[src/rtl/led_pattern_driver_pkg.sv]
// Shared encodings and config record for the LED pattern driver and its timing helper.
package led_pattern_driver_pkg;

  localparam int unsigned MS_COUNT_W     = 16;
  localparam int unsigned BLINK_BASE_BIT = 6;
  localparam int unsigned RATE_W         = 3;
  localparam int unsigned ADDR_W         = 4;
  // Storage width for brightness; PWM_BITS must not exceed it.
  localparam int unsigned LEVEL_MAX_W    = 8;

  typedef enum logic [1:0] {
    LED_OFF   = 2'd0,
    LED_ON    = 2'd1,
    LED_BLINK = 2'd2,
    LED_PWM   = 2'd3
  } led_mode_e;

  typedef struct packed {
    led_mode_e               mode;
    logic [RATE_W-1:0]       rate;
    logic [LEVEL_MAX_W-1:0]  level;
  } led_cfg_t;

endpackage

[src/rtl/led_tick_gen.sv]
// Prescaler producing a one-cycle tick every TICK_DIV clocks plus a free-running tick counter.
import led_pattern_driver_pkg::*;

module led_tick_gen #(
  parameter int unsigned TICK_DIV = 12000
) (
  input  logic                  fx2_clk,
  input  logic                  reset,
  output logic                  tick,
  output logic [MS_COUNT_W-1:0] ms_count
);

  localparam int unsigned PRESC_W = (TICK_DIV > 2) ? $clog2(TICK_DIV) : 1;
  localparam logic [PRESC_W-1:0] PRESC_LAST = PRESC_W'(TICK_DIV - 1);

  logic [PRESC_W-1:0] presc;
  logic [PRESC_W-1:0] presc_nxt_c;

  always_comb begin
    presc_nxt_c = presc + PRESC_W'(1);
    if (presc == PRESC_LAST) presc_nxt_c = '0;
  end

  // tick is registered from the next prescaler value so it is high exactly while presc == TICK_DIV-1.
  always_ff @(posedge fx2_clk or posedge reset) begin
    if (reset) begin
      presc    <= '0;
      tick     <= 1'b0;
      ms_count <= '0;
    end else begin
      presc <= presc_nxt_c;
      tick  <= (presc_nxt_c == PRESC_LAST);
      if (presc == PRESC_LAST) ms_count <= ms_count + MS_COUNT_W'(1);
    end
  end

endmodule

[src/rtl/led_pattern_driver.sv]
// Per-LED off/on/blink/PWM driver with millisecond timebase.
// Optional activity blink-out enabled by defining LED_ACT_STRETCH_EN.
import led_pattern_driver_pkg::*;

module led_pattern_driver #(
  parameter int unsigned NUM_LEDS      = 8,
  parameter int unsigned TICK_DIV      = 12000,
  parameter int unsigned PWM_BITS      = 4,
  parameter int unsigned STRETCH_TICKS = 50
) (
  input  logic                  fx2_clk,
  input  logic                  reset,
  input  logic                  wr_en,
  input  logic [ADDR_W-1:0]     wr_addr,
  input  logic [1:0]            wr_mode,
  input  logic [RATE_W-1:0]     wr_rate,
  input  logic [PWM_BITS-1:0]   wr_level,
  input  logic [NUM_LEDS-1:0]   act_in,
  output logic [NUM_LEDS-1:0]   led_out,
  output logic                  tick,
  output logic [MS_COUNT_W-1:0] ms_count
);

  led_cfg_t              cfg [NUM_LEDS];
  logic [PWM_BITS-1:0]   pwm_cnt;
  logic [NUM_LEDS-1:0]   mode_out_c;
  logic [NUM_LEDS-1:0]   stretch_c;

  led_tick_gen #(
    .TICK_DIV (TICK_DIV)
  ) u_tick_gen (
    .fx2_clk  (fx2_clk),
    .reset    (reset),
    .tick     (tick),
    .ms_count (ms_count)
  );

  // Config registers; out-of-range addresses match no index and are dropped.
  always_ff @(posedge fx2_clk or posedge reset) begin
    if (reset) begin
      for (int i = 0; i < NUM_LEDS; i++) begin
        cfg[i] <= '{mode: LED_OFF, rate: '0, level: '0};
      end
    end else if (wr_en) begin
      for (int i = 0; i < NUM_LEDS; i++) begin
        if (wr_addr == ADDR_W'(i)) begin
          cfg[i] <= '{mode: led_mode_e'(wr_mode), rate: wr_rate, level: LEVEL_MAX_W'(wr_level)};
        end
      end
    end
  end

  always_ff @(posedge fx2_clk or posedge reset) begin
    if (reset) pwm_cnt <= '0;
    else       pwm_cnt <= pwm_cnt + PWM_BITS'(1);
  end

  always_comb begin
    mode_out_c = '0;
    for (int i = 0; i < NUM_LEDS; i++) begin
      case (cfg[i].mode)
        LED_OFF:   mode_out_c[i] = 1'b0;
        LED_ON:    mode_out_c[i] = 1'b1;
        LED_BLINK: mode_out_c[i] = ms_count[4'(BLINK_BASE_BIT) + 4'(cfg[i].rate)];
        LED_PWM:   mode_out_c[i] = (LEVEL_MAX_W'(pwm_cnt) < cfg[i].level);
        default:   mode_out_c[i] = 1'b0;
      endcase
    end
  end

`ifdef LED_ACT_STRETCH_EN
  localparam int unsigned STR_W = $clog2(STRETCH_TICKS + 1);

  logic [STR_W-1:0] str_cnt [NUM_LEDS];

  // A fresh activity pulse reloads the counter and takes priority over a tick decrement.
  always_ff @(posedge fx2_clk or posedge reset) begin
    if (reset) begin
      for (int i = 0; i < NUM_LEDS; i++) str_cnt[i] <= '0;
    end else begin
      for (int i = 0; i < NUM_LEDS; i++) begin
        if (act_in[i])                         str_cnt[i] <= STR_W'(STRETCH_TICKS);
        else if (tick && (str_cnt[i] != '0))   str_cnt[i] <= str_cnt[i] - STR_W'(1);
      end
    end
  end

  always_comb begin
    stretch_c = '0;
    for (int i = 0; i < NUM_LEDS; i++) stretch_c[i] = (str_cnt[i] != '0);
  end
`else
  logic unused_act;
  assign unused_act = (^act_in) ^ (STRETCH_TICKS == 0);

  always_comb begin
    stretch_c = '0;
  end
`endif

  always_ff @(posedge fx2_clk or posedge reset) begin
    if (reset) led_out <= '0;
    else       led_out <= mode_out_c ^ stretch_c;
  end

endmodule

[config.mk]
export PLATFORM = sky130hd
export DESIGN_NAME = led_pattern_driver
export DESIGN_NICKNAME = d
export VERILOG_FILES = /design/src/rtl/led_pattern_driver_pkg.sv /design/src/rtl/led_tick_gen.sv /design/src/rtl/led_pattern_driver.sv
export SDC_FILE = /design/constraint.sdc
export NUM_CORES = 1
export LEC_CHECK = 0
export CORE_MARGIN = 2
export CORE_UTILIZATION = 39
export CTS_BUF_LIST = sky130_fd_sc_hd__clkbuf_8
export CTS_CLUSTER_SIZE = 40
export DETAILED_ROUTE_END_ITERATION = 7
export PLACE_DENSITY = 0.57
export SKIP_CTS_REPAIR_TIMING = 1
export SLEW_MARGIN = 30
export SYNTH_ARGS = -nofsm -noshare
export SYNTH_HDL_FRONTEND = slang
export SYNTH_HIERARCHICAL = 1
export SYNTH_SLANG_ARGS = --single-unit
[constraint.sdc]
create_clock -name fx2_clk -period 2.7 [get_ports fx2_clk]
set_input_delay 0.54 -clock fx2_clk [delete_from_list [all_inputs] [get_ports fx2_clk]]
set_output_delay 0.54 -clock fx2_clk [all_outputs]
set_load 0.05 [all_outputs]
; After elaboration in Yosys (flattened, before gate mapping)
; Cells that the tools add are included.
[classes]
n_addsub = 11
order_cmp = 16
mux = 25
n_reduce_logical = 17
eq_ne = 33
[op_table]
columns = cell, n
row1 = $lt A4 B5 Y1 const B, 8
row2 = $add A3 B3 Y4 const A, 8
row3 = $bmux W1 S4, 8
row4 = $eq A2 B2 Y1 const B, 16
row5 = $lt A4 B4 Y1, 8
row6 = $pmux W1 S4, 8
row7 = $eq A14 B14 Y1 const B, 2
row8 = $add A16 B1 Y16 const B, 1
row9 = $eq A2 B1 Y1 const B, 8
row10 = $eq A4 B3 Y1 const B, 4
row11 = $logic_not A2 Y1, 8
row12 = $reduce_and A2 Y1, 8
row13 = $add A14 B1 Y14 const B, 1
row14 = $mux W14, 1
row15 = $eq A4 B2 Y1 const B, 2
row16 = $mux W1, 8
row17 = $add A4 B1 Y4 const B, 1
row18 = $eq A4 B1 Y1 const B, 1
row19 = $logic_not A4 Y1, 1
[totals]
register_bits = 115
wordCells = 131
out_inout_bits = 25
input_bits = 24

; Longest topological paths before layout
; Gate-level depths: netlist of run 1.
[logic_depth]
ltp_word = 4
ltp_mapped = 7
depth_no_buf = 7

; By module
; The synthesis of run 1 kept the hierarchy.
[by_module_without_submodules]
columns = mod, area_each_um2, n_inst, seq_area_each_um2, cells_each
row1 = led_pattern_driver, 5019.8, 1, 2102.0, 468
row2 = led_tick_gen, 1522.7, 1, 775.7, 138

; Worst setup path after synthesis of run 1
; OpenSTA, ideal clock, no wires.
[synth_timing]
kind = register to register
start = register u_tick_gen.ms_count[2]
end = register u_tick_gen.ms_count[12]
setup_slack_ps = 819
arrival_time_ps = 1734
synth_period_minus_slack_ps = 1881
setup_ps = 147
stages_incl_launch_ff = 6
n_path_buf = 0
required_ps = 2553
cell_sequence = dfrtp_1 -> and4_2 -> nand3_1 -> nor3_2 -> nand3_1 -> xnor2_1
[synth_via]
elab_chain_cells = 1
[synth_rtl]
columns = item, line
row1 = start: declaration, led_tick_gen.sv:10  ; output logic [MS_COUNT_W-1:0] ms_count
row2 = start signal: assignment, led_tick_gen.sv:33  ; if (presc == PRESC_LAST) ms_count <= ms_count + MS_COUNT_W'(1);
row3 = $add A16 B1 Y16, led_tick_gen.sv:33
; No other way between the ends.
; A chain may end at the register's enable or synchronous reset.

; Worst setup path in the final report of run 1
[layout_timing]
start = register u_tick_gen.ms_count[5]
end = output port ms_count[5]
[layout_lines]
columns = item, line
row1 = end: declaration, led_pattern_driver.sv:21  ; output logic [MS_COUNT_W-1:0] ms_count
; No word-level cell between the ends.

==> impl_metrics.env, run 1 <==
export IMPL_path_buf_inv=1
export IMPL_startpoint="u_tick_gen/ms_count[5]$_DFFE_PP0N_"
export IMPL_syn_area_per_cell_um2=10.80
export IMPL_cts_tree="built"
export IMPL_grt_pass1_vias=4861
export IMPL_htree_levels=4
export IMPL_start_util_pct=39.73
export IMPL_slew_viol_final=0
export IMPL_final_nets=729
export IMPL_leakagePower_nw=3.389
export IMPL_worst_ep_arrival_time_ns=2.07
export IMPL_cts_buffer_depth=2
export IMPL_grt_antenna_before_repair=0
export IMPL_synth_seq_cells=115
export IMPL_postPlaceCellArea_um2=7313
export IMPL_finalSetupViolCount=0
export IMPL_slowest_delay_ns=0.92
export IMPL_ant_nets=0
export IMPL_clkTransAtPathRegs_ns=0.07
export IMPL_most_common_layout_cells="dfrtp_1, inv_1, mux2_2"
export IMPL_syn_to_final_growth_pct=18.57
export IMPL_timing_rr_start="cfg[87]$_DFFE_PP0P_"
export IMPL_die_y_um=133.5
export IMPL_design_core_area_um2=16470
export IMPL_grt_usage_pct=19.39
export IMPL_max_freq_mhz=383.8
export IMPL_worstMarginPinSlew_ns=0.5665
export IMPL_synth_distinct_cells=54
export IMPL_synth_ff_type="dfrtp_1"
export IMPL_power_density_nw_per_um2=674.8
export IMPL_synth_edf_count=0
export IMPL_p_int_mw=3.650
export IMPL_stdcell_area_um2=7757
export IMPL_clk_latency_ns=0.45
export IMPL_synth_cells=606
export IMPL_mostFrequentLayoutCell="dfrtp_1"
export IMPL_drive_gt1_share_pct=20.23
export IMPL_setup_tns_final_ns=0
export IMPL_maxCapViolCount=0
export IMPL_io_pins=49
export IMPL_required_ns=2.16
export IMPL_synth_top_area_share_pct=43.99
export IMPL_hp_class="input pin to async pin"
export IMPL_routedWlPerCell_um=18.25
export IMPL_path_depth=1
export IMPL_grt_setup_unrepaired="false"
export IMPL_grt_max_degree=36
export IMPL_synth_area_leaders="dfrtp_1, mux2_2, ha_1, mux4_2, inv_1"
export IMPL_via_count=4877
export IMPL_die_area_um2=17830
export IMPL_critPathLaunchType="flop"
export IMPL_status="finished, final reports clean"
export IMPL_critPathMaxFanout=11
export IMPL_synth_area_leader_cell="dfrtp_1"
export IMPL_rows=47
export IMPL_clkSinkCount=115
export IMPL_period_share_pct=96.50
export IMPL_diodes=0
export IMPL_die_width_um=133.5
export IMPL_p_comb_share_pct=22.8
export IMPL_ir_drop_mv=0.3819
export IMPL_port_buffers=40
export IMPL_synth_area_um2=6543
export IMPL_period_needed_ns=2.606
export IMPL_grt_remaining_overflow=0
export IMPL_synth_fp_nets=665
export IMPL_yosys_warnings=6
export IMPL_cts_inserted_buffers=17
export IMPL_vias_per_cell=5.407
export IMPL_synth_seq_area_share_pct=43.99
export IMPL_worst_path_max_delay_cell="clkdlybuf4s50_1"
export IMPL_crit_type="flop to primary output"
export IMPL_seqPwrFrac_pct=43.1
export IMPL_dpl_hpwl_um=11290
export IMPL_p_sw_share_pct=30.27
export IMPL_critPathCaptureType="primary output"
export IMPL_async_reset_ff_share_pct=100.0
export IMPL_layout_core_utilization_pct=47.11
export IMPL_root_buffer="clkbuf_8"
export IMPL_totalWireLength_um=16460
export IMPL_hold_violations=0
export IMPL_crit_family="buffers and inverters"
export IMPL_reg2regPathDepth=7
export IMPL_max_slew_margin_pct=62.23
export IMPL_drc=0
export IMPL_drtPass1Iterations=5
export IMPL_p_switching_mw=1.585
export IMPL_clockPowerShare_pct=34.1
export IMPL_drtIter0Drc=290
export IMPL_whs_ns=0.4993
export IMPL_grt_first_pass_wirelength_um=26460
export IMPL_crit_chain="clkdlybuf4s50_1"
export IMPL_place_congestion=0.8110
export IMPL_skew_ns=0.009489
==> Yosys cell counts (2+ instances only) <==
cell type    n
nor2_1      28
nor3b_2      3
nor3_1       5
o21a_1       6
and4_2       2
buf_4        2
nand3_1     18
nor4_1      13
nand3b_1     3
inv_1       63
dfrtp_1    115
buf_2        8
nand4_1      6
a21boi_0     2
and3_1       4
a21o_1       2
nand2b_1     6
a31oi_1      2
mux4_2      18
or3_1        2
xor2_1       9
o21ai_0     39
nand2_1     44
a22oi_1      6
nor3_2       2
ha_1        35
xnor2_1     18
a2111oi_0   13
clkbuf_1     6
a21oi_1     12
a211oi_1    12
mux2_2      50
nor2b_1     26
o221ai_1     6
==> layer usage <==
| layer | track usage, % | wire length (um) |
|---|---|---|
| met3 | 4.680 | 818 |
| met2 | 30.64 | 7628 |
| met4 | 6.147 | 286 |
| met1 | 26.44 | 7731 |
| met5 | 0 | 0 |
==> sequential cells by signal (all words and copies together) (netlist names) <==
signal / count
led_out: 8
u_tick_gen/tick: 1
u_tick_gen/presc: 14
u_tick_gen/ms_count: 16
cfg: 72
pwm_cnt: 4
==> cell families after synthesis <==
group / synth area share (%)
fa+ha+maj: 6.693
simple gates: 14.97
buf+inv: 5.049
compound gates: 10.33
mux: 15.36
flops: 43.99
xor+xnor: 3.615
==> area by class of cell <==
class / count / area [um^2]
sequential: 115 / 2878
clock inverter: 10 / 155.1
tap: 220 / 275.3
timing repair buffer: 63 / 585.6
inverter: 63 / 240.2
clock buffer: 21 / 289.0
fill: 1529 / 8708
multi-input combinational: 410 / 3334
==> path summary, 6_finish.rpt <==
path	end	slack, ns
worst max-delay path	ms_count[5]	0.09
worst min-delay path	cfg[9]$_DFFE_PP0P_	0.50
min in group fx2_clk	cfg[80]$_DFFE_PP0P_	0.51
worst min register to register	cfg[80]$_DFFE_PP0P_	0.51
worst max register to register	led_out[1]$_DFF_PP0_	0.58
max in group asynchronous	cfg[101]$_DFFE_PP0P_	1.62
==> power groups by stage <==
stage                     clock network [mW]  registers, mW  logic [mW]
after floorplan                            0           2.33       0.795
after global placement                     0           2.27        1.15
after detailed placement                   0           2.29        1.19
after CTS                               1.82           2.26        1.20
after global routing                    1.90           2.30        1.32
final                                   1.78           2.25        1.20
==> per-stage QoR <==
step                      power [mW]  setup slack [ns]  std cells
after global routing           5.523           0.03340        902
after CTS                      5.280           0.07116        902
after detailed placement       3.480            0.3710        871
after floorplan                3.122            0.8188        606
after global placement         3.420            0.3747        871
final                          5.235           0.09447        902
Note: power is estimated with default switching activity, not from simulation.
==> run 2: changes to the inputs <==
--- a/config.mk
+++ b/config.mk
@@ -10,7 +10,8 @@
 export CTS_BUF_LIST = sky130_fd_sc_hd__clkbuf_8
 export CTS_CLUSTER_SIZE = 40
 export DETAILED_ROUTE_END_ITERATION = 7
-export PLACE_DENSITY = 0.57
+export GPL_TIMING_DRIVEN = 0
+export PLACE_DENSITY = 0.64
 export SKIP_CTS_REPAIR_TIMING = 1
 export SLEW_MARGIN = 30
 export SYNTH_ARGS = -nofsm -noshare
==> impl_metrics.env, run 2 (synthesized netlist as in run 1, its figures left out) <==
export IMPL_slowest_delay_ns=0.92
export IMPL_slew_viol_final=0
export IMPL_drtPass1Iterations=4
export IMPL_most_common_layout_cells="dfrtp_1, inv_1, mux2_2"
export IMPL_regArea_um2=2878
export IMPL_max_freq_mhz=380.9
export IMPL_clkSinkCount=115
export IMPL_final_nets=726
export IMPL_critPathLaunchType="flop"
export IMPL_clkTransAtPathRegs_ns=0.07
export IMPL_p_int_mw=3.537
export IMPL_drive_gt1_share_pct=19.41
export IMPL_htree_levels=4
export IMPL_cts_tree="built"
export IMPL_routedWlPerCell_um=18.21
export IMPL_die_area_um2=17830
export IMPL_dp_slack_ns=0.1768
export IMPL_ant_nets=0
export IMPL_worst_ep_arrival_time_ns=2.09
export IMPL_grt_first_pass_wirelength_um=27130
export IMPL_grt_max_degree=32
export IMPL_diodes=0
export IMPL_port_buffers=39
export IMPL_vias_per_cell=5.453
export IMPL_hp_class="input pin to async pin"
export IMPL_place_congestion=0.8277
export IMPL_startpoint="u_tick_gen/ms_count[5]$_DFFE_PP0N_"
export IMPL_drtIter0Drc=365
export IMPL_die_y_um=133.5
export IMPL_critPathCaptureType="primary output"
export IMPL_path_depth=1
export IMPL_clk_latency_ns=0.45
export IMPL_seqPwrFrac_pct=42.5
export IMPL_cts_inserted_buffers=17
export IMPL_status="finished, final reports clean"
export IMPL_crit_family="buffers and inverters"
export IMPL_grt_antenna_before_repair=0
export IMPL_start_util_pct=39.73
export IMPL_p_switching_mw=1.608
export IMPL_drc=0
export IMPL_syn_to_final_growth_pct=17.69
export IMPL_timing_rr_start="cfg[35]$_DFFE_PP0P_"
export IMPL_period_needed_ns=2.626
export IMPL_period_share_pct=97.25
export IMPL_finalSetupViolCount=0
export IMPL_p_comb_share_pct=25.0
export IMPL_via_count=4908
export IMPL_hold_violations=0
export IMPL_crit_chain="clkdlybuf4s50_1"
export IMPL_crit_type="flop to primary output"
export IMPL_cts_buffer_depth=2
export IMPL_root_buffer="clkbuf_8"
export IMPL_clockPowerShare_pct=32.5
export IMPL_worstMarginPinSlew_ns=0.6433
export IMPL_mostFrequentLayoutCell="dfrtp_1"
export IMPL_setup_tns_final_ns=0
export IMPL_reg2regPathDepth=6
export IMPL_dpl_hpwl_um=11210
export IMPL_design_core_area_um2=16470
export IMPL_top_regs="cfg: 72 flops, u_tick_gen/ms_count: 16 flops, u_tick_gen/presc: 14 flops"
export IMPL_die_width_um=133.5
export IMPL_ir_drop_mv=0.3574
export IMPL_skew_ns=0.01105
export IMPL_leakagePower_nw=3.354
export IMPL_grt_remaining_overflow=0
export IMPL_fin_ws_ns=0.07437
export IMPL_maxCapViolCount=0
export IMPL_path_buf_inv=1
export IMPL_largest_register_ffs=72
export IMPL_io_pins=49
export IMPL_rows=47
export IMPL_nFillCells=1525
export IMPL_whs_ns=0.4869
export IMPL_critPathMaxFanout=11
export IMPL_worst_path_max_delay_cell="clkdlybuf4s50_1"
export IMPL_power_density_nw_per_um2=668.1
export IMPL_required_ns=2.16
export IMPL_max_slew_margin_pct=57.05
export IMPL_multi_input_area_um2=3334
export IMPL_grt_usage_pct=19.76
export IMPL_grt_pass1_vias=5172
export IMPL_p_sw_share_pct=31.25
export IMPL_top_register="cfg"
export IMPL_grt_setup_unrepaired="false"
export IMPL_totalWireLength_um=16390
[run 2: cell types whose count changed in the layout (fill, tap and decap cells not counted), sizes merged]
| cell | previous run | this run |
|---|---|---|
| clkbuf | 21 | 30 |
| clkinvlp | 2 | 4 |
| dlymetal6s2s | 0 | 1 |
| clkinv | 4 | 3 |
| bufinv | 4 | 2 |
| buf | 23 | 14 |
| clkdlybuf4s50 | 40 | 38 |
[run 2: final timing paths]
check | slack [ns] | end
min in group fx2_clk | 0.51 | cfg[81]$_DFFE_PP0P_
setup / recovery | 0.07 | ms_count[5]
setup reg to reg | 0.65 | led_out[5]$_DFF_PP0_
hold reg to reg | 0.51 | cfg[81]$_DFFE_PP0P_
max in group asynchronous | 1.52 | cfg[26]$_DFFE_PP0P_
hold / removal | 0.49 | led_out[6]$_DFF_PP0_
[run 2: metal layers]
| metal | global-route usage [%] | vias up | wire, um |
|---|---|---|---|
| li1 | - | 2300 | - |
| met1 | 24.95 | 2470 | 7396 |
| met2 | 32.76 | 122 | 7979 |
| met5 | 0 | - | 0 |
| met3 | 4.985 | 16 | 784 |
| met4 | 7.565 | 0 | 223 |
[run 2: metrics by stage]
step | total power [mW] | instance area (um^2) | instances | util (%)
floorplan | 3.122 | 6546 | 606 | -
global placement | 3.409 | 7212 | 865 | 43.80
finish | 5.144 | 7700 | 900 | 46.76
detailed placement | 3.498 | 7279 | 868 | 44.21
CTS | 5.183 | 7697 | 900 | 46.75
global route | 5.447 | 7700 | 900 | 46.76
[run 2: final cells by class]
| type | instances | area share, % |
|---|---|---|
| clock buffers | 23 | 4.111 |
| flip-flops and latches | 115 | 37.37 |
| repair buffers | 42 | 5.980 |
| clock inverters | 9 | 1.316 |
| multi-input cells | 410 | 43.31 |
| well taps | 220 | 3.575 |
| plain buffers | 18 | 1.219 |
| inverters | 63 | 3.120 |
[run 2: power groups by stage]
stage	clock network [mW]	registers (mW)	logic [mW]
CTS	1.71	2.19	1.29
global placement	0	2.21	1.20
floorplan	0	2.33	0.795
finish	1.67	2.19	1.28
detailed placement	0	2.22	1.28
global route	1.79	2.22	1.43
